File: src/rtl/sum_acc_pkg.sv
// Shared types and default sizing for the sum accumulator block.
package sum_acc_pkg;

  typedef enum logic [1:0] {
    ST_IDLE  = 2'd0,
    ST_ACCUM = 2'd1,
    ST_DONE  = 2'd2
  } state_t;

  localparam int SUM_W_DEF = 5;
  localparam int ACC_W_DEF = 8;
  localparam int COUNT_DEF = 4;

  // Sample counter width; a single-sample frame still needs a 1-bit counter.
  function automatic int cnt_width(input int count);
    return (count > 1) ? $clog2(count) : 1;
  endfunction

endpackage

File: src/rtl/acc_add.sv
// Combinational W-bit ripple-carry adder with carry-out, one full adder per bit.
module acc_add #(
  parameter int W = 8
) (
  input  logic [W-1:0] a_i,
  input  logic [W-1:0] b_i,
  output logic [W-1:0] sum_o,
  output logic         carry_o
);

  logic [W:0] c;

  assign c[0] = 1'b0;

  for (genvar i = 0; i < W; i++) begin : g_fa
    assign sum_o[i] = a_i[i] ^ b_i[i] ^ c[i];
    assign c[i+1]   = (a_i[i] & b_i[i]) | (c[i] & (a_i[i] ^ b_i[i]));
  end

  assign carry_o = c[W];

endmodule

File: src/rtl/sum_accumulator.sv
// Totals a frame of COUNT adder results; wraps on overflow, or saturates when
// SUM_ACC_SATURATE_EN is defined. out_ovf is sticky for the frame.
module sum_accumulator
  import sum_acc_pkg::*;
#(
  parameter int SUM_W = SUM_W_DEF,
  parameter int ACC_W = ACC_W_DEF,
  parameter int COUNT = COUNT_DEF
) (
  input  logic             clk,
  input  logic             rst,
  input  logic             start,
  input  logic             in_valid,
  output logic             in_ready,
  input  logic [SUM_W-1:0] in_sum,
  output logic             out_valid,
  input  logic             out_ready,
  output logic [ACC_W-1:0] out_total,
  output logic             out_ovf,
  output logic             busy,
  output state_t           state_dbg
);

  // Handshake: a transfer happens on a rising edge where valid && ready are both
  // high; valid never depends on ready, and data is held while valid && !ready.

  localparam int CNT_W = cnt_width(COUNT);
  localparam logic [CNT_W-1:0] LAST_CNT = CNT_W'(COUNT - 1);

  state_t           state_q, state_d;
  logic [ACC_W-1:0] acc_q, acc_d;
  logic [CNT_W-1:0] cnt_q, cnt_d;
  logic             ovf_q, ovf_d;

  logic [ACC_W-1:0] sum_ext;
  logic [ACC_W-1:0] add_sum;
  logic             add_carry;

  assign sum_ext = ACC_W'(in_sum);

  acc_add #(.W(ACC_W)) u_acc_add (
    .a_i    (acc_q),
    .b_i    (sum_ext),
    .sum_o  (add_sum),
    .carry_o(add_carry)
  );

  always_ff @(posedge clk or posedge rst) begin
    if (rst) begin
      state_q <= ST_IDLE;
      acc_q   <= '0;
      cnt_q   <= '0;
      ovf_q   <= 1'b0;
    end else begin
      state_q <= state_d;
      acc_q   <= acc_d;
      cnt_q   <= cnt_d;
      ovf_q   <= ovf_d;
    end
  end

  always_comb begin
    state_d = state_q;
    acc_d   = acc_q;
    cnt_d   = cnt_q;
    ovf_d   = ovf_q;
    case (state_q)
      ST_IDLE: begin
        if (start) begin
          state_d = ST_ACCUM;
          acc_d   = '0;
          cnt_d   = '0;
          ovf_d   = 1'b0;
        end
      end
      ST_ACCUM: begin
        if (in_valid) begin
          cnt_d = cnt_q + CNT_W'(1);
          ovf_d = ovf_q | add_carry;
`ifdef SUM_ACC_SATURATE_EN
          // Once saturated the total is pinned for the remainder of the frame.
          acc_d = (ovf_q || add_carry) ? '1 : add_sum;
`else
          acc_d = add_sum;
`endif
          if (cnt_q == LAST_CNT) begin
            state_d = ST_DONE;
          end
        end
      end
      ST_DONE: begin
        // A start seen here is dropped; a new frame needs start while idle.
        if (out_ready) begin
          state_d = ST_IDLE;
        end
      end
      default: begin
        state_d = ST_IDLE;
      end
    endcase
  end

  assign in_ready  = (state_q == ST_ACCUM);
  assign out_valid = (state_q == ST_DONE);
  assign out_total = acc_q;
  assign out_ovf   = ovf_q;
  assign busy      = (state_q != ST_IDLE);
  assign state_dbg = state_q;

endmodule
File: config.mk
export PLATFORM = sky130hd
export DESIGN_NAME = sum_accumulator
export DESIGN_NICKNAME = d
export VERILOG_FILES = /design/src/rtl/sum_acc_pkg.sv /design/src/rtl/acc_add.sv /design/src/rtl/sum_accumulator.sv
export SDC_FILE = /design/constraint.sdc
export NUM_CORES = 1
export LEC_CHECK = 0
export BUFFER_PORTS_ARGS = -buffer_cell sky130_fd_sc_hd__buf_2
export CORE_MARGIN = 2
export CORE_UTILIZATION = 47
export CTS_CLUSTER_DIAMETER = 150
export CTS_CLUSTER_SIZE = 20
export DETAILED_ROUTE_END_ITERATION = 6
export GPL_TIMING_DRIVEN = 0
export PLACE_DENSITY = 0.75
export SKIP_CTS_REPAIR_TIMING = 1
export SLEW_MARGIN = 20
export SYNTH_ARGS = -nofsm -noshare
export SYNTH_HDL_FRONTEND = slang
export SYNTH_HIERARCHICAL = 1
export SYNTH_SLANG_ARGS = --single-unit
File: constraint.sdc
create_clock -name clk -period 3.55 [get_ports clk]
set_clock_uncertainty 0.15 [all_clocks]
set_input_delay 0.71 -clock clk [delete_from_list [all_inputs] [get_ports clk]]
set_output_delay 0.71 -clock clk [all_outputs]
set_load 0.02 [all_outputs]
---- After elaboration in Yosys (flattened, before gate mapping) ----
Cells that the tools add are included.
Widths: inputs -> output; s select.
word-level totals
  logic and storage cells ................. 60
  bits in registers ....................... 13
  output and inout port bits .............. 14
  bits of input ports ..................... 10
operators by class
  eq/ne operators ......................... 7
  muxes and demuxes ....................... 14
  bitwise gates (word level) .............. 29
  $add $sub $neg .......................... 1
  reductions and logical operators ........ 5
operators with widths
  kind                 number
  $mux 8               2
  $pmux 8 s2           1
  $and 1x1->1          12
  $mux 2               6
  $xor 1x1->1          12
  $pmux 2 s3           1
  $or 1x1->1           5
  $eq 2x2->1 const B   2
  $ne 2x1->1 const B   2
  $ne 2x2->1 const B   2
  $pmux 2 s2           1
  $reduce_and 4->1     1
  $reduce_bool 2->1    2
  $reduce_and 3->1     1
  $add 2x1->2 const B  1
  $eq 2x1->1 const B   1
  $logic_not 2->1      1
  $mux 1               2
  $pmux 1 s2           1

---- Depth between registers and ports, before layout ----
  depth after elaboration ................. 15
  gate-level depth with buffers ........... 14
  mapped depth without buffers ............ 14

---- Modules after synthesis ----
The synthesis kept the hierarchy.
by module, submodules not included
  module           seq. area each (µm²)  times used  cells each  area each (µm²)
  sum_accumulator  325.3                 1           76          770.7
  acc_add          0.0                   1           18          190.2

---- Least setup slack after synthesis ----
Ideal clock, no wire load.
  path kind ............................... input to register
  start point ............................. input port in_sum[0]
  end point ............................... register acc_q[7], in the netlist out_total[7]
  data required time ...................... 3.314 ns
  data arrival time ....................... 3.647 ns
  slack ................................... -0.333 ns
  path buffers ............................ 0
  stages on the path ...................... 14
  setup time .............................. 0.086 ns
  path through ............................ ha_1 -> inv_1 -> fa_1 -> inv_1 -> fa_1 -> fa_1 -> fa_1 -> fa_1 -> fa_1 -> inv_1 -> fa_1 -> inv_1 -> nand2_1 -> o221ai_2
between the ends
  cells in the longest elaborated chain, start to end .. 14
ends and longest elaborated chain
  element                   RTL line               text
  start, declared           sum_accumulator.sv:15  input logic [SUM_W-1:0] in_sum,
  $and 1x1->1 (2 in a row)  acc_add.sv:17          assign c[i+1] = (a_i[i] & b_i[i]) | (c[i] & (a_i[i] ^ b_i[i]));
  $or 1x1->1                acc_add.sv:17
  $and 1x1->1               acc_add.sv:17
  $or 1x1->1                acc_add.sv:17
  $and 1x1->1               acc_add.sv:17
  $or 1x1->1                acc_add.sv:17
  $and 1x1->1               acc_add.sv:17
  $or 1x1->1                acc_add.sv:17
  $and 1x1->1 (2 in a row)  acc_add.sv:17
  $xor 1x1->1               acc_add.sv:16          assign sum_o[i] = a_i[i] ^ b_i[i] ^ c[i];
  net add_sum[7]            sum_accumulator.sv:36  logic [ACC_W-1:0] add_sum;
  $mux 8                    sum_accumulator.sv:77  if (in_valid) begin
  $pmux 8 s2                sum_accumulator.sv:67  case (state_q)
  end signal, assigned      sum_accumulator.sv:51  acc_q <= '0;
  end signal, assigned      sum_accumulator.sv:56  acc_q <= acc_d;
  end, declared             sum_accumulator.sv:31  logic [ACC_W-1:0] acc_q, acc_d;
The timed path passes the listed nets, and every way through them passes these cells. The select of a mux whose other input is x is not followed.
A chain may end at the register's enable or synchronous reset.

---- Final worst setup path ----
Same ends and word-level chain as after synthesis.

==> flow_summary.json <==
{
  "htreeDepth": 1,
  "cts_tree": "yes",
  "p_per_area_nw_per_um2": 834,
  "clockRootBuffer": "clkbuf_4",
  "dpl_worst_slack_ns": -0.532,
  "die-width_um": 49.2,
  "wl_met2_mm": 1.04,
  "yosysTopAreaCell": "dfrtp_1",
  "synthCells": 94,
  "critPathLaunchType": "primary input",
  "wire_per_inst_um": 13.0,
  "io_pins": 24,
  "synth.area.mux_share_pct": 0,
  "yosys_register_bits": 13,
  "final.min_clock_period_ns": 3.64,
  "finalWirelength_mm": 1.95,
  "grt_max_degree": 14,
  "port_buffers": 23,
  "fin_setup_tns_ns": -0.0887,
  "synthAdderAreaFrac_pct": 17.2,
  "cts.sinks": 13,
  "grt-ovfl-total": 0,
  "netlist_area_um2": 961,
  "min_path_type": "in -> async",
  "drive_gt1_share_pct": 38.2,
  "ir_drop_mv": 0.395,
  "end_kind": "flip-flop",
  "yosysSeqAreaShare_pct": 33.9,
  "synth_top_family_by_area": "compound AO/OA/AOI/OAI gates",
  "rows": 16,
  "crit_type": "in -> reg",
  "p_total_uw": 964,
  "fin_ws_ns": -0.0887,
  "setup_viol": 1,
  "synthTopCellsByArea": "dfrtp_1 34%, fa_1 15%, o221ai_2 14%, inv_1 9.0%, nand3b_1 7.8%",
  "required_ns": 3.62,
  "antenna_found_initial": 0,
  "p_leak_uw": 0.000570,
  "nNetsFinal": 143,
  "ys_types": 20,
  "vias_per_cell": 4.92,
  "grt_pass1_wl_mm": 3.34,
  "synth_area_per_cell_um2": 10.2,
  "fp.coreArea_um2": 1940,
  "fin_util_pct": 59.5,
  "arrival_ns": 3.70,
  "start_util_pct": 49.5,
  "fmaxAchievable_ghz": 0.275,
  "stdcell_count": 150,
  "dp_cells": 146,
  "dieArea_um2": 2420,
  "fillers": 182,
  "syn2layout_area_growth_pct": 20.3,
  "rrSetupSlack_ns": -0.03,
  "yosysTopAreaCellShare_pct": 33.9,
  "clock_path_buffers": 2,
  "wl_met1_um": 824,
  "n_antenna_cell": 0,
  "final.period_utilization_pct": 102,
  "synthXorXnorAreaFrac_pct": 0,
  "cap_violations": 0,
  "timing.rr.end": "out_total[7]",
  "r2r_cells": 14,
  "cts-buffers-inserted": 3,
  "vias": 738,
  "synth_compound_area_share_pct": 17.8,
  "dieHeight_um": 49.2,
  "routed.top_layer": "met4",
  "violations": "negative setup slack",
  "grt_pass1_vias": 769,
  "drc": 0,
  "tightest_slew_ns": 0.540,
  "clock_latency_ns": 0.29,
  "drt-initial-drc-count": 10,
  "drt-pass1-iter-count": 3,
  "clk_pin_slew_ns": 0.09,
  "slew_headroom_pct": 64.0,
  "antenna_left": 0,
  "crit_path_max_fanout": 1,
  "dpl.hpwl_mm": 1.41,
  "slew_viol_final": 0,
  "r2r_start": "out_total[0]",
  "rsz0062_at_grt": "true",
  "grt_usage_pct": 18.5,
  "synth-simple-area-share_pct": 17.2,
  "routabilityCongestion": 0.713,
  "met3WireLength_um": 38,
  "outcome": "complete, but fails checks",
  "hold_viol_final": 0,
  "ys_warn_count": 6
}
-- cells in the mapped netlist --
master     count
clkbuf_1       1
nand3b_1      10
nand2_1       11
ha_1           2
inv_1         23
o21ba_1        1
conb_1         1
o221ai_2       9
buf_6          2
nand3_1        1
buf_2          2
dfrtp_1       13
and2_1         1
fa_1           7
o2bb2ai_1      1
o221ai_1       2
nor2b_1        3
nand2b_1       2
or2_2          1
buf_4          1
-- power breakdown --
group / total (uW) / leakage [uW] / internal, uW / switching, uW
clock network: 97.0 / 0.0000150 / 43.7 / 53.3
registers: 288 / 0.000158 / 215 / 72.6
logic: 579 / 0.000397 / 247 / 332
-- metrics by stage --
stage,hold slack (ns),area [um2]
4_1_cts,0.308,1150
3_5_place_dp,0.355,1130
5_1_grt,0.332,1160
3_3_place_gp,0.340,1130
6_report,0.294,1160
2_1_floorplan,0.361,978
-- worst max-delay path by stage --
stage / end / slack (ns) / cells past startpoint / start
floorplan: out_total[4] / 0.81 / 9 / in_sum[0]
global placement: out_total[7] / -0.48 / 15 / in_sum[0]
detailed placement: out_total[7] / -0.53 / 15 / in_sum[0]
CTS: out_total[7] / -0.23 / 15 / in_sum[0]
global route: out_total[7] / -0.16 / 15 / in_sum[0]
finish: out_total[7] / -0.09 / 15 / in_sum[0]
-- logic make-up (layout without fill, tap and decap cells) --
group                    after synthesis  after routing
adder cells (fa/ha/maj)                9              9
other                                  1              3
flip-flops                            13             13
buffers and inverters                 29             56
AND/OR/NAND/NOR                       29             29
AO/OA/AOI/OAI                         13             13
-- final cells by class --
cell class                      instances  area [um2]  area share, %
Clock buffer                            4        26.3           2.27
Tap cell                               27        33.8           2.92
Inverter                               23        86.3           7.47
Timing Repair Buffer                   23         115           9.96
Sequential cell                        13         325           28.1
Buffer                                  6        43.8           3.79
Multi-Input combinational cell         54         526           45.5
-- layer usage --
| layer | vias up | global-route usage (%) |
|---|---|---|
| met1 | 364 | 22.4 |
| met3 | 4 | 1.23 |
| met2 | 12 | 31.8 |
| li1 | 358 | - |
| met5 | - | 0 |
| met4 | 0 | 11.4 |
-- worst max-delay path, cell delays in order --
cell,delay (ns)
buf_2,0.10
ha_1,0.17
inv_1,0.06
fa_1,0.16
inv_1,0.05
fa_2,0.34
fa_2,0.36
fa_2,0.35
fa_2,0.35
fa_2,0.34
inv_2,0.07
fa_1,0.41
inv_1,0.06
nand2_1,0.06
o221ai_2,0.12
-- layout by cell type, fill, tap and decap left out --
cell,instances
dfrtp_1,13
o221ai_2,9
ha_1,2
nand3_1,1
or2_2,1
clkbuf_1,2
o21ba_1,1
o221ai_1,2
nand2b_1,2
nand2_1,11
buf_2,25
nor2b_1,3
conb_1,3
buf_6,2
clkbuf_4,3
nand3b_1,10
fa_2,5
o2bb2ai_1,1
inv_2,1
buf_4,1
and2_1,1
inv_1,22
fa_1,2
-- state kept, by name, indices dropped and copies added (netlist names) --
register	count
cnt_q	2
out_ovf	1
out_total	8
state_dbg	2
No activity file was read; power rests on OpenSTA's default activity.
